**src/rtl/pc_sequencer.sv**
```systemverilog
// pc_sequencer: next-PC controller for the fetch stage of the pipelined MIPS core.
// It picks the next PC value for the PC register: the next sequential address, a jump
// target or a branch target. It holds the PC during load-use stalls and while
// instruction memory is not ready. It also drives the IF/ID and ID/EX flush/hold
// controls, flags misaligned redirect targets and counts lost fetch cycles.
//
// Ports:
//   clk            in   pipeline clock, rising-edge state updates
//   rst_n          in   asynchronous active-low reset
//   pc_q           in   current PC register value
//   imem_ready     in   instruction word for pc_q is available this cycle
//   load_use_stall in   hazard unit requests fetch/decode hold
//   jump           in   jump decoded in ID
//   jump_target    in   jump destination
//   branch_taken   in   branch resolved taken in EX
//   branch_target  in   branch destination
//   pc_next        out  value loaded by the PC register when pc_write=1
//   pc_write       out  PC register load enable
//   if_id_write    out  IF/ID load enable (0 = hold)
//   if_id_flush    out  zero IF/ID contents
//   id_ex_flush    out  insert bubble into ID/EX
//   align_err      out  sticky misaligned-target error
//   stall_cnt      out  saturating count of lost fetch cycles
module pc_sequencer #(
  parameter logic [31:0] RESET_PC = 32'h0000_0000,
  parameter int          CNT_W    = 16
) (
  input  logic             clk,
  input  logic             rst_n,
  input  logic [31:0]      pc_q,
  input  logic             imem_ready,
  input  logic             load_use_stall,
  input  logic             jump,
  input  logic [31:0]      jump_target,
  input  logic             branch_taken,
  input  logic [31:0]      branch_target,
  output logic [31:0]      pc_next,
  output logic             pc_write,
  output logic             if_id_write,
  output logic             if_id_flush,
  output logic             id_ex_flush,
  output logic             align_err,
  output logic [CNT_W-1:0] stall_cnt
);

  typedef enum logic [1:0] {
    ST_BOOT     = 2'd0,
    ST_RUN      = 2'd1,
    ST_REDIRECT = 2'd2,
    ST_HALT     = 2'd3
  } state_t;

  state_t            r_state;
  state_t            w_state_next;
  logic              r_align_err;
  logic [CNT_W-1:0]  r_stall_cnt;
  logic [31:0]       w_pc_plus4;
  logic              w_align_set;
  logic              w_count_en;

  // Modulo-2^32 sequential address: 32'hFFFF_FFFC wraps to zero.
  assign w_pc_plus4 = pc_q + 32'd4;

  // State register.
  always_ff @(posedge clk or negedge rst_n) begin
    if (!rst_n) begin
      r_state <= ST_BOOT;
    end else begin
      r_state <= w_state_next;
    end
  end

  // Next-state and combinational output decode.
  always_comb begin
    w_state_next = r_state;
    pc_next      = w_pc_plus4;
    pc_write     = 1'b0;
    if_id_write  = 1'b1;
    if_id_flush  = 1'b0;
    id_ex_flush  = 1'b0;
    w_align_set  = 1'b0;
    case (r_state)
      ST_BOOT: begin
        pc_next      = RESET_PC;
        pc_write     = 1'b1;
        if_id_flush  = 1'b1;
        id_ex_flush  = 1'b1;
        w_state_next = ST_RUN;
      end
      ST_RUN: begin
        // A branch in EX is older than a jump in ID, so it wins and the jump is dropped.
        if (branch_taken) begin
          pc_next     = branch_target;
          if_id_flush = 1'b1;
          id_ex_flush = 1'b1;
          if (branch_target[1:0] != 2'b00) begin
            pc_write     = 1'b0;
            w_align_set  = 1'b1;
            w_state_next = ST_HALT;
          end else begin
            pc_write     = 1'b1;
            w_state_next = ST_REDIRECT;
          end
        end else if (jump) begin
          pc_next     = jump_target;
          if_id_flush = 1'b1;
          if (jump_target[1:0] != 2'b00) begin
            pc_write     = 1'b0;
            id_ex_flush  = 1'b1;
            w_align_set  = 1'b1;
            w_state_next = ST_HALT;
          end else begin
            pc_write     = 1'b1;
            w_state_next = ST_REDIRECT;
          end
        end else if (load_use_stall) begin
          pc_write    = 1'b0;
          if_id_write = 1'b0;
          id_ex_flush = 1'b1;
        end else if (!imem_ready) begin
          pc_write    = 1'b0;
          if_id_write = 1'b0;
        end else begin
          pc_write    = 1'b1;
          if_id_write = 1'b1;
        end
      end
      ST_REDIRECT: begin
        // Control inputs here come from squashed instructions and are ignored.
        pc_write    = imem_ready;
        if_id_write = imem_ready;
        if (imem_ready) begin
          w_state_next = ST_RUN;
        end else begin
          w_state_next = ST_REDIRECT;
        end
      end
      ST_HALT: begin
        pc_write     = 1'b0;
        if_id_write  = 1'b0;
        if_id_flush  = 1'b1;
        w_state_next = ST_HALT;
      end
      default: begin
        pc_next      = RESET_PC;
        pc_write     = 1'b1;
        if_id_flush  = 1'b1;
        id_ex_flush  = 1'b1;
        w_state_next = ST_BOOT;
      end
    endcase
  end

  // A lost fetch cycle is any RUN/REDIRECT cycle that does not load the PC.
  assign w_count_en = ((r_state == ST_RUN) || (r_state == ST_REDIRECT)) && !pc_write;

  // Sticky alignment error flag.
  always_ff @(posedge clk or negedge rst_n) begin
    if (!rst_n) begin
      r_align_err <= 1'b0;
    end else if (w_align_set) begin
      r_align_err <= 1'b1;
    end else begin
      r_align_err <= r_align_err;
    end
  end

  // Saturating stall-cycle counter.
  always_ff @(posedge clk or negedge rst_n) begin
    if (!rst_n) begin
      r_stall_cnt <= '0;
    end else if (w_count_en && (r_stall_cnt != {CNT_W{1'b1}})) begin
      r_stall_cnt <= r_stall_cnt + {{(CNT_W-1){1'b0}}, 1'b1};
    end else begin
      r_stall_cnt <= r_stall_cnt;
    end
  end

  assign align_err = r_align_err;
  assign stall_cnt = r_stall_cnt;

endmodule
```
**config.mk**
```make
export PLATFORM = sky130hd
export DESIGN_NAME = pc_sequencer
export DESIGN_NICKNAME = d
export VERILOG_FILES = /design/src/rtl/pc_sequencer.sv
export SDC_FILE = /design/constraint.sdc
export NUM_CORES = 1
export LEC_CHECK = 0
export BUFFER_PORTS_ARGS = -buffer_cell sky130_fd_sc_hd__buf_4
export CORE_ASPECT_RATIO = 0.8
export CORE_UTILIZATION = 35
export CTS_CLUSTER_DIAMETER = 120
export CTS_CLUSTER_SIZE = 28
export DETAILED_ROUTE_END_ITERATION = 8
export PLACE_DENSITY_LB_ADDON = 0.2
export SYNTH_ARGS = -nofsm -noshare
export SYNTH_HDL_FRONTEND = slang
export SYNTH_SLANG_ARGS = --single-unit
```
**constraint.sdc**
```tcl
create_clock -name clk -period 4.2 [get_ports clk]
set_clock_uncertainty 0.05 [all_clocks]
set_input_delay 0.63 -clock clk [delete_from_list [all_inputs] [get_ports clk]]
set_output_delay 0.63 -clock clk [all_outputs]
set_load 0.02 [all_outputs]
```
==> flow_summary_export.csv <==
group,metric,value,unit
clock_network,clockBufferDepth,2,
placed_design,hpwl,6.24,mm
floorplanning,pin_count,155,
timing,grt_setup_unrepaired,"no",
placed_design,io_buffers,154,
timing,tightest_slew,1.13,ns
routing,wl_met2,3.74,mm
placed_design,place_congestion,0.854,
global_routing,grt_max_degree,42,
power,ir_drop,0.384,mV
routing,top_layer_used,"met4",
floorplanning,die_h,75.5,um
yosys,synth_ff_type,"dfrtp_1",
routing,drtIter0Drc,125,
global_routing,grt_overflow,0,
critical_path,r2r_setup_slack,1.47,ns
routing,met3WireLength,489,um
final_layout,fill_cells,625,
clock_network,cts_tree,"yes",
routing,vias,2835,
critical_path,critPathLaunchType,"flop",
clock_network,cts_setup_buffers,0,
clock_network,clock_latency,0.26,ns
power,leakagePower,0.00162,uW
routing,first_pass_iters,4,
timing,fin_crit_sh,78.5,%
critical_path,cp_max_fo,28,
floorplanning,start_util,36.7,%
yosys,yosysWarnings,0,
routing,wl_met1,3.65,mm
timing,slew_viol_final,0,
routing,post_drt_wl_per_cell,14.7,um
placed_design,place_inst,535,
yosys,synthCells,312,
final_layout,finalNonFillerCells,539,
routing,ant_nets,0,
global_routing,grtUsageTotal,21.7,%
yosys,yosys_register_bits,19,
global_routing,antenna_found_initial,0,
clock_network,clkSinkCount,19,
timing,setup_viol,0,
yosys,synth_edf_count,0,
yosys,synth_cell_type_count,48,
final_layout,nets,565,
min_path,hp-class,"primary input to async pin",
clock_network,cts_made_buffers,3,
timing,tns,0,ns
yosys,synthMostInstantiatedCell,"nand2_1",
critical_path,arrival,2.62,ns
clock_network,cts.clk_slew.worst_paths,0.07,ns
floorplanning,die_width,93.9,um
final_layout,antenna_cells,0,
clock_network,root_buffer,"clkbuf_8",
run,max-cap-violations,0,
yosys,async_flop_share,100,%
clock_network,cts-resized-gates,0,
critical_path,crit_type,"flop to primary output",
timing,slew_headroom,24.2,%
routing,via_per_inst,5.26,
clock_network,htreeDepth,1,
final_layout,area_growth,53.0,%
yosys,synth.avg_cell_area,7.57,um2
yosys,synth_commonest_cells,"51 x nand2_1, 36 x xor2_1, 32 x a22o_1",
routing,drc,0,
timing,fin_ws,0.903,ns
routing,wl,7.92,mm
timing,clock.fmax,303,MHz
yosys,synth_nets,421,
yosys,synth_top_area_cell,"dfrtp_1",
floorplanning,core_region_area,0.00644,mm2
critical_path,reg2regPathDepth,7,
yosys,synth_top_area_share,20.1,%
clock_network,cts_hold_buf,0,
yosys,synth_area,0.00236,mm2
global_routing,grt_pass1_vias,2525,
timing,finalCriticalPeriod,3.30,ns
run_status,status,"finished clean",
timing,hold_viol,0,
floorplanning,core.rowCount,26,
final_layout,drive_gt1_share,38.9,%
placed_design,pre_cts_ws,1.13,ns
yosys,yosysSeqAreaShare,20.1,%
floorplanning,dieArea,0.00708,mm2
critical_path,critPathCaptureType,"primary output",
yosys,synth_area_leaders,"dfrtp_1 20%, xor2_1 13%, a22o_1 12%",
global_routing,grt_pass1_wl,12.2,mm
critical_path,critical_path_required,3.52,ns
power,p_per_area,562,mW/mm2
[routing by layer]
metal,vias to the layer above,GRT usage [%]
met1,1307,29.2
met2,97,37.6
met3,5,3.89
met4,0,2.91
met5,-,0
li1,1426,-
[final timing paths]
| path | from | endpoint |
|---|---|---|
| max | r_state[1] | pc_write |
| min | rst_n | stall_cnt[9] |
| max reg2reg | r_state[1] | stall_cnt[1] |
| min reg2reg | align_err | align_err |
| max in group asynchronous | rst_n | stall_cnt[15] |
| min in group clk | align_err | align_err |
[logic make-up after synthesis]
kind of cell	share of synthesized area (%)
buffers and inverters	4.71
DFF	20.1
xor gates and xnor gates	15.6
muxes	1.54
adders and majority gates	3.71
AOI/OAI and AO/OA	23.7
and+or+nand+nor	30.7
[cell usage in the layout (no fill, tap or decap), drive strengths merged, types with 11 or more instances in the layout]
cell,n
nand3,15
nand4,19
a22o,33
nor3,11
nand2,51
buf,157
nor2,17
o21ai,36
dfrtp,19
xor2,36
[critical path: stages, from the launching register on]
cell and delay (ns):
dfrtp_1 0.45, inv_1 0.10, ha_1 0.47, buf_4 0.39, nand2b_1 0.11, o21ai_2 0.56
buf_4 0.26
[flip-flops by register name (all words and copies together) (netlist names)]
register and count:
stall_cnt 16, r_state 2, align_err 1
[area by class of cell]
type                            count  area [um2]  area share, %
Inverter                            7        26.3          0.727
Timing Repair Buffer              157        1180           32.6
Clock inverter                      1        5.00          0.139
Tap cell                           84         105           2.91
Clock buffer                        3        41.3           1.14
Sequential cell                    19         475           13.2
Multi-Input combinational cell    268        1780           49.3
[metrics by stage]
step	power (uW)	hold WS (ns)	utilization [%]	instance area (um2)
6_report	2030	0.175	56.1	3610
5_1_grt	2180	0.195	56.1	3610
4_1_cts	2040	0.183	56.1	3610
3_5_place_dp	1900	0.418	55.4	3570
3_3_place_gp	1880	0.429	55.4	3570
2_1_floorplan	1270	0.284	-	2360
[power breakdown]
group | switching [uW] | internal (uW) | leakage [uW] | total [uW]
logic | 869 | 632 | 0.00139 | 1500
clock network | 66.5 | 66.2 | 0.0000255 | 133
registers | 126 | 270 | 0.000204 | 396
No activity file was read; power rests on OpenSTA's default activity.
